[src/rtl/boot_copy_ctrl_pkg.sv]
// Shared types and width helpers for the boot copy sequencer.
package boot_copy_ctrl_pkg;

    typedef enum logic [2:0] {
        StStart,
        StRdReq,
        StRdWait,
        StWrReq,
        StHold,
        StRun
    } state_e;

    // Word counter must hold 0..BOOT_WORDS without wrapping; never narrower than 1 bit.
    function automatic int unsigned cnt_width(input int unsigned words);
        return (words == 0) ? 1 : int'($clog2(words + 1));
    endfunction

    function automatic int unsigned hold_width(input int unsigned cycles);
        return (cycles == 0) ? 1 : int'($clog2(cycles + 1));
    endfunction

endpackage

[src/rtl/iob_reg_re.sv]
// Register with async reset, clock enable, sync reset and load enable.
module iob_reg_re #(
    parameter int unsigned        DATA_W  = 32,
    parameter logic [DATA_W-1:0]  RST_VAL = '0
) (
    input  logic              clk_i,
    input  logic              arst_n_i,
    input  logic              cke_i,
    input  logic              rst_i,
    input  logic              en_i,
    input  logic [DATA_W-1:0] data_i,
    output logic [DATA_W-1:0] data_o
);

    always_ff @(posedge clk_i or negedge arst_n_i) begin
        if (!arst_n_i) begin
            data_o <= RST_VAL;
        end else if (cke_i) begin
            if (rst_i) begin
                data_o <= RST_VAL;
            end else if (en_i) begin
                data_o <= data_i;
            end
        end
    end

endmodule

[src/rtl/boot_copy_ctrl.sv]
// Copies the boot image from ROM to SRAM word by word, holds the CPU in reset
// for a fixed time afterwards, then releases it until a restart is requested.
module boot_copy_ctrl
    import boot_copy_ctrl_pkg::*;
#(
    parameter int unsigned DATA_W      = 32,
    parameter int unsigned ROM_ADDR_W  = 12,
    parameter int unsigned SRAM_ADDR_W = 16,
    parameter int unsigned BOOT_WORDS  = 1024,
    parameter int unsigned SRAM_BASE   = 0,
    parameter int unsigned RESET_HOLD  = 100
) (
    input  logic                   clk_i,
    input  logic                   arst_n_i,
    input  logic                   cke_i,
    input  logic                   restart_i,
    output logic                   rom_avalid_o,
    output logic [ROM_ADDR_W-1:0]  rom_addr_o,
    input  logic                   rom_ready_i,
    input  logic                   rom_rvalid_i,
    input  logic [DATA_W-1:0]      rom_rdata_i,
    output logic                   sram_avalid_o,
    output logic [SRAM_ADDR_W-1:0] sram_addr_o,
    output logic [DATA_W-1:0]      sram_wdata_o,
    output logic [DATA_W/8-1:0]    sram_wstrb_o,
    input  logic                   sram_ready_i,
    output logic                   cpu_reset_o,
    output logic                   busy_o,
    output logic                   done_o
);

    localparam int unsigned BYTES  = DATA_W / 8;
    localparam int unsigned CNT_W  = cnt_width(BOOT_WORDS);
    localparam int unsigned HOLD_W = hold_width(RESET_HOLD);
    localparam logic [CNT_W-1:0]  LAST_CNT  = CNT_W'((BOOT_WORDS == 0) ? 0 : BOOT_WORDS - 1);
    localparam logic [HOLD_W-1:0] LAST_HOLD = HOLD_W'((RESET_HOLD == 0) ? 0 : RESET_HOLD - 1);
    // A zero hold skips HOLD entirely so the release timing stays 1 + 3*N + RESET_HOLD.
    localparam state_e AFTER_COPY = (RESET_HOLD == 0) ? StRun : StHold;

    state_e            state_q, state_d;
    logic [CNT_W-1:0]  cnt_q, cnt_d;
    logic [HOLD_W-1:0] hold_q, hold_d;
    logic [DATA_W-1:0] data_q;
    logic              capture_en;

    always_ff @(posedge clk_i or negedge arst_n_i) begin
        if (!arst_n_i) begin
            state_q <= StStart;
            cnt_q   <= '0;
            hold_q  <= '0;
        end else if (cke_i) begin
            state_q <= state_d;
            cnt_q   <= cnt_d;
            hold_q  <= hold_d;
        end
    end

    always_comb begin
        state_d = state_q;
        cnt_d   = cnt_q;
        hold_d  = hold_q;
        unique case (state_q)
            StStart: begin
                cnt_d   = '0;
                hold_d  = '0;
                state_d = (BOOT_WORDS == 0) ? AFTER_COPY : StRdReq;
            end
            StRdReq: begin
                if (rom_ready_i) state_d = StRdWait;
            end
            StRdWait: begin
                if (rom_rvalid_i) state_d = StWrReq;
            end
            StWrReq: begin
                if (sram_ready_i) begin
                    if (cnt_q == LAST_CNT) begin
                        state_d = AFTER_COPY;
                    end else begin
                        cnt_d   = cnt_q + CNT_W'(1);
                        state_d = StRdReq;
                    end
                end
            end
            StHold: begin
                if (hold_q == LAST_HOLD) begin
                    state_d = StRun;
                end else begin
                    hold_d = hold_q + HOLD_W'(1);
                end
            end
            StRun: begin
                if (restart_i) state_d = StStart;
            end
            default: state_d = StStart;
        endcase
    end

    assign capture_en = (state_q == StRdWait) && rom_rvalid_i;

    iob_reg_re #(
        .DATA_W  (DATA_W),
        .RST_VAL ('0)
    ) u_data_reg (
        .clk_i    (clk_i),
        .arst_n_i (arst_n_i),
        .cke_i    (cke_i),
        .rst_i    (1'b0),
        .en_i     (capture_en),
        .data_i   (rom_rdata_i),
        .data_o   (data_q)
    );

    assign rom_avalid_o  = (state_q == StRdReq);
    assign rom_addr_o    = ROM_ADDR_W'(32'(cnt_q) * BYTES);
    assign sram_avalid_o = (state_q == StWrReq);
    assign sram_addr_o   = SRAM_ADDR_W'(SRAM_BASE + 32'(cnt_q) * BYTES);
    assign sram_wdata_o  = data_q;
    assign sram_wstrb_o  = '1;
    assign cpu_reset_o   = (state_q != StRun);
    assign done_o        = (state_q == StRun);
    assign busy_o        = (state_q == StRdReq) || (state_q == StRdWait) ||
                           (state_q == StWrReq) || (state_q == StHold);

endmodule

[config.mk]
export PLATFORM = sky130hd
export DESIGN_NAME = boot_copy_ctrl
export DESIGN_NICKNAME = d
export VERILOG_FILES = /design/src/rtl/boot_copy_ctrl_pkg.sv /design/src/rtl/iob_reg_re.sv /design/src/rtl/boot_copy_ctrl.sv
export SDC_FILE = /design/constraint.sdc
export NUM_CORES = 1
export LEC_CHECK = 0
export BUFFER_PORTS_ARGS = -buffer_cell sky130_fd_sc_hd__buf_2
export CAP_MARGIN = 0
export CELL_PAD_IN_SITES_DETAIL_PLACEMENT = 2
export CELL_PAD_IN_SITES_GLOBAL_PLACEMENT = 2
export CORE_ASPECT_RATIO = 0.5
export CORE_UTILIZATION = 29
export DETAILED_ROUTE_END_ITERATION = 16
export PLACE_DENSITY = 0.8
export SYNTH_ARGS = -nofsm -noshare
export SYNTH_HDL_FRONTEND = slang
export SYNTH_SLANG_ARGS = --single-unit
[constraint.sdc]
create_clock -name clk_i -period 1.8 [get_ports clk_i]
set_clock_uncertainty 0.1 [all_clocks]
set_input_delay 0.09 -clock clk_i [delete_from_list [all_inputs] [get_ports clk_i]]
set_output_delay 0.09 -clock clk_i [all_outputs]
set_load 0.03 [all_outputs]
* Word level (Yosys, flattened, before mapping)
Cells that the tools add are included.
** Storage, ports and cells
- Output and inout port bits :: 69
- Bits of input ports :: 39
- Register bits :: 53
- Word-level logic and storage cells :: 44
** Operators by class
- Muxes and demuxes :: 12
- Reduce and logical (&&, ||, !) cells :: 11
- Add/subtract/negate cells :: 2
- Equal/unequal tests :: 15
** Operator list (count)
- $mux W11 :: 2
- $pmux W11 S2 :: 1
- $mux W3 :: 6
- $pmux W3 S6 :: 1
- $pmux W7 S2 :: 1
- $add A11 B1 Y11 const B :: 1
- $eq A11 B10 Y1 const B :: 1
- $ne A2 B2 Y1 const B :: 5
- $add A7 B1 Y7 const B :: 1
- $eq A7 B7 Y1 const B :: 1
- $mux W7 :: 1
- $eq A3 B2 Y1 const B :: 2
- $eq A3 B3 Y1 const B :: 2
- $reduce_and A6 Y1 :: 1
- $ne A2 B1 Y1 const B :: 2
- $reduce_and A4 Y1 :: 1
- $reduce_bool A2 Y1 :: 2
- $eq A3 B1 Y1 const B :: 1
- $logic_not A3 Y1 :: 1
- $logic_or A1 B1 Y1 :: 3
- $ne A3 B3 Y1 const B :: 1
- $reduce_and A3 Y1 :: 1
- $reduce_and A2 Y1 :: 1
- $logic_and A1 B1 Y1 :: 1

* Longest topological paths before layout
- Depth after elaboration :: 4
- Mapped depth :: 6
- Mapped depth without buffers :: 5

* Cells and area by module
A second synthesis with hierarchy kept.
** Unflattened totals
- Cell total of the unflattened synthesis :: 348
- Area total of the unflattened synthesis :: 3419.5 sq um
** By module, submodules not included
- iob_reg_re :: instances 1, sequential area each 800.8 sq um, cells an instance 179, area each 1869.3 sq um
- boot_copy_ctrl :: instances 1, sequential area each 525.5 sq um, cells an instance 169, area each 1550.2 sq um

* Worst setup path before layout
No wires, ideal clock.
- Kind :: register to register
- Start point :: reg cnt_q[0]
- End point :: reg cnt_q[6]
- Arrival :: 1.669 ns
- Path buffers :: 1
- Setup time :: 0.134 ns
- Clock period less this slack :: 1.902 ns
- Stages on the path, launching flop included :: 7
- Path slack :: -0.102 ns
- Data required time :: 1.566 ns
- Path through :: dfrtp_1 -> ha_1 -> nand4b_1 -> nor4_2 -> buf_2 -> nor4_1 -> mux2i_1
** On the way
- Longest elaborated chain between the ends :: 4
- Elaborated cells between the ends (all ways) :: 7
- Those cells by class :: 1 x add/sub; 2 x eq/ne; 3 x mux; 1 x reduce/logical
** Ends and longest elaborated chain
- start, declared :: RTL line boot_copy_ctrl.sv:41 : logic [CNT_W-1:0] cnt_q, cnt_d;
- start signal, assigned :: RTL line boot_copy_ctrl.sv:53 : cnt_q <= cnt_d;
- $add A11 B1 Y11 :: RTL line boot_copy_ctrl.sv:79 : cnt_d = cnt_q + CNT_W'(1);
- $mux W11 :: RTL line boot_copy_ctrl.sv:76 : if (cnt_q == LAST_CNT) begin
- $mux W11 :: RTL line boot_copy_ctrl.sv:75 : if (sram_ready_i) begin
- $pmux W11 S2 :: RTL line boot_copy_ctrl.sv:62 : unique case (state_q)
Parallel ways exist; a longest one is shown, timed or not. The select of a mux whose other input is x is not followed.
A chain may end at the register's enable or synchronous reset.

* Final worst setup path
- Start point :: reg state_q[0]
- End point :: reg state_q[2]
** On the way
- Longest elaborated chain between the ends :: 3
- Elaborated cells between the ends (all ways) :: 13
- Those cells by class :: 10 x eq/ne; 1 x mux; 2 x reduce/logical
** Ends and longest elaborated chain
- start, declared :: RTL line boot_copy_ctrl.sv:40 : state_e state_q, state_d;
- start signal, assigned :: RTL line boot_copy_ctrl.sv:48 : state_q <= StStart;
- start signal, assigned :: RTL line boot_copy_ctrl.sv:52 : state_q <= state_d;
- $eq A3 B3 Y1, or another cell as far along :: RTL line boot_copy_ctrl.sv:62
- $ne A2 B2 Y1 (no line) or $ne A2 B1 Y1 (tied branches)
- $reduce_and A6 Y1 (no line)
Parallel ways exist; a longest one is shown, timed or not.

==> run metrics <==
largest net degree at the start of global routing=54; first-pass GRT wire length=13540 µm; wire per inst=20.32 µm; NumNets Final=415; Final period util=1.048; Ys Warns=0; Post-synth EDFFs=0; Post-Syn Area=2651 µm²; reg2reg setup slack=-0.09 ns; RSZ-0062 raised after global routing=true; Setup crit start kind=flip-flop; count of different cell masters after synthesis=44; maxcap violations=0; cells on worst reg2reg path=5; Reg area=1340 µm²; failing checks=setup timing; Vias/cell=4.811; Inserted Clock Buffers=5; Worst Path Required=1.87 ns; most common cell after layout, fill and taps aside=buf_2; final setup fails=5; Worst R2R Start=state_q[0]; via count=2367; Routed WL=9995 µm; Hold WS=0.2417 ns; status=complete, but fails checks; Arrival @ worst endpoint=1.96 ns; Seq/Total Area, Yosys=0.5002; slowest library cell on the worst path=dfrtp_2; Core Box Area=8798 µm²; Horiz. Die Dim=137.2 µm; DR iter-0 viols=73; Fin Setup TNS=-0.3383 ns; Mapped Cells=232; share of flip-flops with an asynchronous set or reset=1.000; Placed Cells incl. Taps=444; share of cells above drive strength 1=0.5307; GRT Total Usage=0.1844; CP Class=flip-flop to flip-flop; leakage power=1.909 nW; multi-input logic area=1282 µm²; Worst path max stage delay=0.48 ns; DP Wirelength=5641 µm; Port Buffer Count=96; diode count=0; Initial Util=0.3013; gp weighted congestion=0.7913; #FFs+latches synth=53; Finished Layout Cells=492; initial antenna violation count=0; Area Overhead vs Synth=50.83%; DRC Markers=0; Avg Synthesized Cell Area=11.43 µm²; post-route cell area=3999 µm²; Cell Rows=24; PD cells=1429 nW/µm²; crit-path max FO=6; worst slack at placement=-0.06859 ns; final global-route overflow total=0; CTS sink cnt=53; Routed Antenna Nets=0; Max Buffers Root-to-Sink=2; cell-by-cell trace of the critical path=buf_6 -> nor4b_1 -> nor3b_2 -> nand3b_1 -> a32o_1; Achievable Freq=529.9 MHz; Top FF cell, synth=dfrtp_1; Hold Crit Class=primary input to async pin; crit path time final=1.887 ns; worst reg2reg endpoint=state_q[2]; H-tree depth=2; Die Height=69.61 µm; Worst-Skew Late Latency=0.30 ns; vias in the first global route=2595; drt pass-1 iters=4; Die ar.=9552 µm²; Clock transition at path regs=0.07 ns; placed inst area=3294 µm²; commonest cells after routing, fill and taps aside=buf_2 (95), dfrtp_1 (42), mux2_2 (34); Peak VDD IR=752.4 µV; CTS root buffer=clkbuf_16; CP endpoint kind=flip-flop; final hold violation count=0; TritonCTS clock tree=yes; fin. max-slew vios=0; Filler cells=911; fin worst setup slack=-0.08700 ns; num ports=108
[state kept, by name (all words and copies together) (netlist names)]
register	count
cnt_q	11
u_data_reg.data_o	32
hold_q	7
state_q	3
[critical path: cells and delay by family, from the launching register on]
kind / cells / cell delay, ns
compound gates: 1 / 0.28
flops: 1 / 0.48
simple gates: 3 / 0.74
buf+inv: 1 / 0.16
[power breakdown]
part	switching, mW	total, mW	leakage, nW	internal, mW
Sequential	0.302	1.90	0.661	1.60
Combinational	1.78	2.84	1.18	1.06
Clock	0.455	0.974	0.0702	0.519
Total	2.54	5.72	1.91	3.18
[synthesized netlist by cell type (5+ instances only)]
library cell | instances | share of area
nand2_1 | 12 | 0.017
buf_4 | 21 | 0.059
o31ai_1 | 6 | 0.017
o21ai_0 | 5 | 0.0094
buf_2 | 7 | 0.013
dfrtp_1 | 53 | 0.50
nor2_1 | 13 | 0.018
nand2b_1 | 5 | 0.012
mux2_2 | 34 | 0.14
[stage by stage]
stage | utilization | power, mW
4_1_cts | 0.4316 | 5.414
6_report | 0.4545 | 5.715
5_1_grt | 0.4545 | 5.980
3_5_place_dp | 0.3744 | 4.331
2_1_floorplan | - | 3.490
3_3_place_gp | 0.3744 | 4.189
[layout make-up]
type | count | area share
Sequential cell | 53 | 0.3351
Multi-Input combinational cell | 156 | 0.3207
Timing Repair Buffer | 156 | 0.2691
Tap cell | 117 | 0.03661
Clock buffer | 5 | 0.03129
Clock inverter | 3 | 0.005319
Inverter | 2 | 0.001877
[worst max-delay path by stage]
stage          slack, ns  startpoint    endpoint  cells after the start
2_1_floorplan       0.01    cnt_q[0]    cnt_q[6]                      6
3_3_place_gp        0.06    cnt_q[0]    cnt_q[9]                      6
3_5_place_dp       -0.07    cnt_q[0]    cnt_q[3]                      6
4_1_cts           -0.004  state_q[1]    cnt_q[3]                      4
5_1_grt            -0.17  state_q[0]    cnt_q[2]                      7
6_report           -0.09  state_q[0]  state_q[2]                      5
[layer usage]
layer | vias to the layer above | part of all wire | global-route usage
li1 | 1080 | - | -
met1 | 1209 | 0.40 | 0.2037
met2 | 65 | 0.55 | 0.3519
met3 | 13 | 0.033 | 0.03289
met4 | 0 | 0.014 | 0.06227
met5 | - | 0 | 0
[logic make-up (layout without fill, tap and decap cells)]
kind of cell    Yosys count  count (layout)  share of synthesized area
fa+ha+maj                 2               2                   0.009437
mux                      38              38                     0.1595
xor+xnor                  6               6                    0.01982
buf+inv                  32             166                    0.07834
simple gates             75              75                     0.1689
flops                    53              53                     0.5002
other cells               2              11                   0.002833
compound gates           24              24                    0.06088
[timing repair]
action	4_1_cts	5_1_grt
pin swaps	1	10
setup buffers	0	8
endpoints found under the hold margin	85	0
hold buffers	33	0
endpoints found under the setup margin	7	47
gates resized for setup	7	31
No activity file was read; power rests on OpenSTA's default activity.
